`src/rtl/uart8_tx_fifo.sv`:
```
`default_nettype none
// ============================================================================
//  Module   : uart8_tx_fifo
//  Brief    : Byte FIFO plus transmit sequencer feeding a Uart8 transmitter
//             through its level txStart/txBusy/txDone handshake.
//  Revision : 1.0 - initial release
// ============================================================================
module uart8_tx_fifo #(
    parameter int DEPTH         = 16,
    parameter int START_TIMEOUT = 4096
) (
    input  logic                     clk,
    input  logic                     rst_n,
    input  logic                     enable,
    input  logic                     wr_en,
    input  logic [7:0]               wr_data,
    output logic                     full,
    output logic                     empty,
    output logic [$clog2(DEPTH):0]   level,
    output logic                     overflow,
    output logic                     start_err,
    output logic                     idle,
    output logic                     uart_txEn,
    output logic                     uart_txStart,
    output logic [7:0]               uart_txIn,
    input  logic                     uart_txBusy,
    input  logic                     uart_txDone
);

    localparam int c_addrW  = $clog2(DEPTH);
    localparam int c_levelW = c_addrW + 1;
    localparam int c_cntW   = (START_TIMEOUT > 1) ? $clog2(START_TIMEOUT) : 1;

    localparam logic [c_levelW-1:0] c_levelFull = c_levelW'(DEPTH);
    localparam logic [c_cntW-1:0]   c_cntLast   = c_cntW'(START_TIMEOUT - 1);

    typedef enum logic [1:0] {
        IDLE  = 2'd0,
        START = 2'd1,
        BUSY  = 2'd2,
        GAP   = 2'd3
    } state_t;

    state_t                r_state;
    state_t                w_stateNext;

    logic [7:0]            r_mem [DEPTH];
    logic [c_addrW-1:0]    r_wrPtr;
    logic [c_addrW-1:0]    r_rdPtr;
    logic [c_levelW-1:0]   r_level;
    logic [c_levelW-1:0]   w_levelNext;
    logic                  r_full;
    logic                  r_empty;
    logic                  r_overflow;
    logic                  r_startErr;
    logic                  r_idle;
    logic                  r_txStart;
    logic [7:0]            r_txIn;
    logic [c_cntW-1:0]     r_cnt;

    logic                  w_push;
    logic                  w_pop;
    logic                  w_load;
    logic                  w_cntClear;
    logic                  w_txStartNext;
    logic                  w_startErrNext;
    logic                  w_emptyNext;

    // txDone is observed by the system but carries no control meaning here.
    logic                  w_unusedTxDone;
    assign w_unusedTxDone = uart_txDone;

    // Push decision uses the registered full flag, so a pop in the same
    // cycle never rescues a push into a full FIFO.
    assign w_push = wr_en && !r_full;

    // Occupancy bookkeeping for the next cycle.
    always_comb begin
        w_levelNext = r_level;
        case ({w_push, w_pop})
            2'b10:   w_levelNext = r_level + 1'b1;
            2'b01:   w_levelNext = r_level - 1'b1;
            default: w_levelNext = r_level;
        endcase
        w_emptyNext = (w_levelNext == '0);
    end

    // Sequencer next-state and registered-output decode.
    always_comb begin
        w_stateNext    = r_state;
        w_txStartNext  = 1'b0;
        w_startErrNext = 1'b0;
        w_pop          = 1'b0;
        w_load         = 1'b0;
        w_cntClear     = 1'b0;
        case (r_state)
            IDLE: begin
                if (enable && !r_empty) begin
                    w_stateNext   = START;
                    w_txStartNext = 1'b1;
                    w_load        = 1'b1;
                    w_cntClear    = 1'b1;
                end
            end
            START: begin
                w_txStartNext = 1'b1;
                if (uart_txBusy) begin
                    // The UART has taken the byte: only now is it popped.
                    w_pop         = 1'b1;
                    w_txStartNext = 1'b0;
                    w_stateNext   = BUSY;
                end else if (!enable) begin
                    w_txStartNext = 1'b0;
                    w_stateNext   = IDLE;
                end else if (r_cnt == c_cntLast) begin
                    w_txStartNext  = 1'b0;
                    w_startErrNext = 1'b1;
                    w_stateNext    = IDLE;
                end
            end
            BUSY: begin
                if (!uart_txBusy) begin
                    w_stateNext = GAP;
                end
            end
            GAP: begin
                w_stateNext = IDLE;
            end
            default: begin
                w_stateNext = IDLE;
            end
        endcase
    end

    // Sequencer state, handshake outputs and timeout counter.
    always_ff @(posedge clk or negedge rst_n) begin
        if (!rst_n) begin
            r_state    <= IDLE;
            r_txStart  <= 1'b0;
            r_txIn     <= 8'h00;
            r_startErr <= 1'b0;
            r_cnt      <= '0;
        end else begin
            r_state    <= w_stateNext;
            r_txStart  <= w_txStartNext;
            r_startErr <= w_startErrNext;
            if (w_load) begin
                r_txIn <= r_mem[r_rdPtr];
            end
            if (w_cntClear) begin
                r_cnt <= '0;
            end else if (r_state == START) begin
                r_cnt <= r_cnt + 1'b1;
            end
        end
    end

    // FIFO pointers, level and status flags.
    always_ff @(posedge clk or negedge rst_n) begin
        if (!rst_n) begin
            r_wrPtr    <= '0;
            r_rdPtr    <= '0;
            r_level    <= '0;
            r_full     <= 1'b0;
            r_empty    <= 1'b1;
            r_overflow <= 1'b0;
            r_idle     <= 1'b1;
        end else begin
            if (w_push) begin
                r_wrPtr <= r_wrPtr + 1'b1;
            end
            if (w_pop) begin
                r_rdPtr <= r_rdPtr + 1'b1;
            end
            r_level    <= w_levelNext;
            r_full     <= (w_levelNext == c_levelFull);
            r_empty    <= w_emptyNext;
            r_overflow <= wr_en && r_full;
            r_idle     <= w_emptyNext && (w_stateNext == IDLE);
        end
    end

    // Storage array; contents need no reset because level gates every read.
    always_ff @(posedge clk) begin
        if (w_push) begin
            r_mem[r_wrPtr] <= wr_data;
        end
    end

    assign full         = r_full;
    assign empty        = r_empty;
    assign level        = r_level;
    assign overflow     = r_overflow;
    assign start_err    = r_startErr;
    assign idle         = r_idle;
    assign uart_txEn    = enable;
    assign uart_txStart = r_txStart;
    assign uart_txIn    = r_txIn;

endmodule
`default_nettype wire

```
`config.mk`:
```
export PLATFORM = sky130hd
export DESIGN_NAME = uart8_tx_fifo
export DESIGN_NICKNAME = d
export VERILOG_FILES = /design/src/rtl/uart8_tx_fifo.sv
export SDC_FILE = /design/constraint.sdc
export NUM_CORES = 1
export LEC_CHECK = 0
export BUFFER_PORTS_ARGS = -buffer_cell sky130_fd_sc_hd__buf_2
export CAP_MARGIN = 10
export CORE_ASPECT_RATIO = 2
export CORE_MARGIN = 5
export CORE_UTILIZATION = 50
export CTS_CLUSTER_DIAMETER = 100
export DETAILED_ROUTE_END_ITERATION = 10
export PLACE_DENSITY = 0.67
export SLEW_MARGIN = 40
export SYNTH_ARGS = -nofsm -noshare
export SYNTH_HDL_FRONTEND = slang
export SYNTH_SLANG_ARGS = --single-unit
```
`constraint.sdc`:
```
create_clock -name clk -period 5.59 [get_ports clk]
set_input_delay 0 -clock clk [delete_from_list [all_inputs] [get_ports clk]]
set_output_delay 0 -clock clk [all_outputs]
set_load 0.02 [all_outputs]
```
Word level (Yosys, flattened, before mapping)
Memories as Yosys holds them, arrays and structs flattened. A register that Yosys moved wholly into a read port is not among the register bits.
Cells that the tools add are included.
{ "totals": {"mem_bits_ro": 0, "memories": 1, "latch_bits": 0, "ramBits": 128, "elab_cells": 58, "register_bits": 33} }
{ "memory_table": {"columns": ["name", "depth", "word_bits", "rd", "rd_clocked_by_memory_dff", "wr", "line_no", "rtl"], "rows": [
  ["r_mem", 16, 8, 1, 1, 1, "47", "logic [7:0] r_mem [DEPTH];"]
]} }
{ "classes": {"n_reduce_logical": 11, "n_mul": 0, "shift": 0, "muxes": 23, "order_cmp": 0, "div": 0, "n_eq_ne": 7, "bitwise_logic": 0, "n_addsub": 5} }
{ "op_table": {"columns": ["op", "n"], "rows": [
  ["12-bit 2-to-1 mux", 2],
  ["1-bit 2-to-1 mux", 13],
  ["12-bit by 1-bit adder with 12-bit output (second input constant)", 1],
  ["12-bit == test (second input constant)", 1],
  ["2-bit 2-to-1 mux", 5],
  ["5-bit one-hot mux with 2 select lines", 1],
  ["4-bit by 1-bit adder with 4-bit output (second input constant)", 2],
  ["2-bit one-hot mux with 4 select lines", 1],
  ["2-bit == test (second input constant)", 3],
  ["5-bit by 1-bit adder with 5-bit output (second input constant)", 1],
  ["5-bit == test (second input constant)", 1],
  ["5-bit zero test", 1],
  ["5-bit by 1-bit subtractor with 5-bit output (second input constant)", 1],
  ["2-bit by 1-bit == test with 1-bit output (second input constant)", 2],
  ["1-bit logical AND", 4],
  ["2-bit zero test", 2],
  ["1-bit zero test", 3],
  ["1-bit one-hot mux with 2 select lines", 1],
  ["2-bit nonzero test", 1]
]} }

Longest topological paths before layout
{ "logic_depth": {"word_depth": 7, "mapped_depth": 10, "mapped_depth_nobuf": 9} }

Least setup slack after synthesis
No wires, ideal clock.
{ "synth_timing": {"path_kind": "reg2reg", "start": "reg r_state[1]", "end": "reg r_idle, in the netlist idle", "setup_time_ps": 97, "path_buffers": 0, "t_arrival_ps": 2158, "stages_incl_launch_ff": 10, "slack_ps": 3336, "cell_sequence": "dfrtp_1 > nand3b_4 > nor2_4 > xor2_1 > ha_1 > a31oi_1 > or3_1 > a221oi_2 > xor2_2 > nor4_1"} }
{ "synth_via": {"elab_chain_len": 6, "elab_cells_between_ends": 17, "cone_classes": "eq/ne: 5; mux: 8; reduce/logical: 4"} }
{ "synth_lines": {"columns": ["item", "line_no", "rtl"], "rows": [
  ["start: declaration", "44", "state_t r_state;"],
  ["start signal: assignment", "144", "r_state <= w_stateNext;"],
  ["2-bit by 1-bit == test with 1-bit output *", "96", "case (r_state)"],
  ["1-bit 2-to-1 mux *", "96", null],
  ["2-bit by 1-bit == test with 1-bit output or 2-bit == test (tied branches)", "80", "case ({w_push, w_pop})"],
  ["5-bit one-hot mux with 2 select lines *", "80", null],
  ["named net w_levelNext[4]", "51", "logic [c_levelW-1:0] w_levelNext;"],
  ["5-bit zero test *", "85", "w_emptyNext = (w_levelNext == '0);"],
  ["1-bit logical AND *", "179", "r_idle <= w_emptyNext && (w_stateNext == IDLE);"],
  ["end signal: assignment", "179", null],
  ["end: declaration", "56", "logic r_idle;"]
]} }
Mark *: on every way through the listed nets, which the timed path passes. The rest lies on a longest branch.
A chain may end at the register's enable or synchronous reset.

Worst setup path after layout
{ "layout_timing": {"start": "reg r_full, in the netlist full", "end": "reg r_idle, in the netlist idle"} }
{ "layout_via": {"elab_chain_len": 6, "elab_cells_between_ends": 7, "cone_classes": "eq/ne: 2; mux: 1; reduce/logical: 4"} }
{ "layout_lines": {"columns": ["item", "line_no", "rtl"], "rows": [
  ["start: declaration", "52", "logic r_full;"],
  ["start signal: assignment", "176", "r_full <= (w_levelNext == c_levelFull);"],
  ["1-bit zero test *", "75", "assign w_push = wr_en && !r_full;"],
  ["1-bit logical AND *", "75", null],
  ["2-bit by 1-bit == test with 1-bit output or 2-bit == test (tied branches)", "80", null],
  ["5-bit one-hot mux with 2 select lines *", "80", null],
  ["named net w_levelNext[4]", "51", null],
  ["5-bit zero test *", "85", null],
  ["1-bit logical AND *", "179", null]
]} }
Marks and branches as above.

==> flow_summary.ini <==
[run_status]
status = finished, final reports clean

[hold_path]
holdCritPathClass = in -> async

[place]
dp_slack_ps = 2852
dp.cells = 578
place.gp.congestion = 0.7539
numPortBuffers = 32
hpwl_mm = 8.940

[cts]
cts_root_buf = clkbuf_16
htree_levels = 4
cts.sinks = 169
cts_tree = built
cts_made_buffers = 17
clock_latency_ps = 430
clkTransAtPathRegs_ps = 70
cts.path.max_buffers = 2

[global_routing]
antenna_found_initial = 0
grt_overflow_total = 0
grt_pass1_wl_mm = 20.98
grtUsageTotal = 0.1717
grt_max_degree = 42
first_global_vias = 3953

[synthesis]
yosysWarnings = 0
synth_nets = 427
syn_avg_cell_area_um2 = 17.06
ys.flop_type = edfxtp_1
syn_area_um2 = 6908
async_flop_share = 0.2426
syn_inst = 405
ys_seq_area_frac = 0.7053
synth_cell_types = 47
ys_ff_latch = 169
synth-edff-count = 128

[setup_path]
critPathMaxFanout = 14
path_class = reg -> reg
start_kind = flop
worstSetupEndpointType = flop
cp.required_ps = 5910
arrival_ps = 3060

[flow_run]
max_cap_viol_count = 0

[power_and_ir_drop]
powerDensity_nw_per_um2 = 502.5
power.leakage_nw = 2.877
vdd_drop_max_uv = 265.7

[cells_and_area]
fillCellCount = 1020
nets = 477
n_antenna_cell = 0
area_growth_pct = 15.32
drive_above_1_share = 0.2650
stdcell_count = 623

[timing]
hold_viol = 0
period_minus_slack_ps = 2734
finClkSkew_ps = 8.752
tightest_slew_ps = 888.2
fmaxAchievable_mhz = 365.7
finalSetupViolations = 0
layout_setup_ws_ps = 2856
maxSlewHeadroom = 0.4057
fin_crit_sh = 0.4891
slew_violations = 0
tns_ps = 0
rsz0062_at_grt = no

[detailed_routing]
via_count = 3590
wirelength_mm = 12.91
final_antenna_net_count = 0
drt-initial-drc-count = 246
firstDrtPassIters = 5
routed_via_density = 5.762
wl_per_cell_um = 20.72
drc = 0

[floorplanning]
die_h_um = 176.2
core-area_um2 = 13510
num_io_pins = 34
die_w_um = 93.12
rows = 60
initial_core_util = 0.5112
die-area_um2 = 16410
worst paths after layout:
kind | startpoint | to | slack [ps] | depth (start not counted)
min in group clk | wr_en | overflow$_DFF_PN0_ | 340 | 3
worst max register to register | full$_DFF_PN0_ | idle$_DFF_PN1_ | 2860 | 9
worst min-delay path | rst_n | level[3]$_DFF_PN0_ | 100 | 2
max in group asynchronous | rst_n | r_rdPtr[0]$_DFFE_PN0P_ | 5100 | 2
worst max-delay path | full$_DFF_PN0_ | idle$_DFF_PN1_ | 2860 | 9
worst min register to register | r_cnt[11]$_DFFE_PN0P_ | r_cnt[11]$_DFFE_PN0P_ | 480 | 1
metal layers:
layer / vias to the layer above / part of all wire / global-route usage
met2: 77 / 0.59 / 0.3325
met5: - / 0 / 0
li1: 1669 / - / -
met1: 1830 / 0.36 / 0.1802
met4: 0 / 0.012 / 0.05933
met3: 14 / 0.032 / 0.03284
power breakdown:
group	switching [mW]	leakage, nW	internal [mW]
clock network	0.551	0.298	0.610
logic	0.599	0.903	0.522
registers	0.167	1.68	1.55
worst max-delay path, cell delays in order, from the launching register on:
cell and delay, ps:
dfrtp_1 400, nor2b_2 550, nor2_4 110, xor2_1 180, ha_1 240, a31oi_1 80
or3_1 330, a221oi_2 340, xor2_2 140, nor4_1 260
synth_stat cells, types with 2 or more instances:
library cell,number,share of area
edfxtp_1,128,0.56
nand2_1,48,0.026
mux4_2,40,0.13
dfrtp_1,39,0.14
nor2_1,24,0.013
o21ai_0,14,0.010
clkbuf_1,12,0.0065
xnor2_1,9,0.011
ha_1,8,0.014
nand4_1,8,0.0072
nand3_1,6,0.0043
buf_2,5,0.0036
inv_1,5,0.0027
nor3_1,5,0.0036
a21oi_1,4,0.0029
a31oi_1,3,0.0027
mux2i_1,3,0.0043
nand2b_1,3,0.0027
o22ai_1,3,0.0027
or3_1,3,0.0027
xor2_1,3,0.0038
and3_1,2,0.0018
buf_4,2,0.0022
dfstp_2,2,0.0076
nor4_1,2,0.0018
nor4b_1,2,0.0025
o31ai_1,2,0.0022
cell usage in the layout, fill, tap and decap left out, drive strengths merged, types with 2 or more instances in the layout:
master / netlist / final
clkbuf: 12 / 17
o31ai: 2 / 2
nor2b: 2 / 2
edfxtp: 128 / 128
nor3: 5 / 5
nand2b: 3 / 3
mux2i: 3 / 3
inv: 5 / 16
mux4: 40 / 40
nand4: 8 / 8
a21oi: 4 / 4
o21ai: 14 / 14
dfstp: 2 / 2
o22ai: 3 / 3
or3: 3 / 3
nor4b: 2 / 2
dlygate4sd3: 0 / 13
nand3: 6 / 6
dfrtp: 39 / 39
a31oi: 3 / 3
nor2: 25 / 25
buf: 8 / 38
nand2: 48 / 48
nor4: 2 / 2
clkinv: 1 / 5
ha: 8 / 8
xnor2: 9 / 9
and3: 2 / 2
xor2: 4 / 4
kinds of logic (layout without fill, tap and decap cells):
group | after synthesis | after routing | synth area share
buffers and inverters | 26 | 89 | 0.01630
AND/OR/NAND/NOR | 110 | 110 | 0.07589
adder cells (fa/ha/maj) | 8 | 8 | 0.01449
multiplexers | 44 | 44 | 0.1364
XOR/XNOR | 14 | 14 | 0.02083
AO/OA/AOI/OAI | 34 | 34 | 0.03079
flip-flops | 169 | 169 | 0.7053
state kept, by name (all words and copies together) (netlist names), 2 cells and up:
register and count:
r_mem 128, r_cnt 12, uart_txIn 8, level 5
r_rdPtr 4, r_wrPtr 4, r_state 2
stage by stage:
step	instance area, um^2	util	power (mW)	hold slack, ps
floorplan	6908	-	2.571	-295.6
global placement	7219	0.5343	2.826	181.7
detailed placement	7222	0.5344	2.879	15.79
CTS	7956	0.5888	4.053	102.8
global route	7966	0.5895	4.222	146.2
finish	7966	0.5895	4.003	97.21
layout make-up:
| cell class | count | area [um^2] | area share |
|---|---|---|---|
| flip-flops and latches | 169 | 4873 | 0.6117 |
| multi-input cells | 210 | 1933 | 0.2427 |
| clock buffers | 17 | 425.4 | 0.05340 |
| repair buffers | 51 | 337.8 | 0.04241 |
| well taps | 155 | 193.9 | 0.02434 |
| clock inverters | 15 | 178.9 | 0.02246 |
| inverters | 6 | 23.77 | 0.002984 |
timing repair:
item                                   CTS  global route
resized for setup                        0             0
endpoints found under the hold margin  174             0
setup buffers                            0             0
hold buffers                            13             0
No activity file was read; power rests on OpenSTA's default activity.
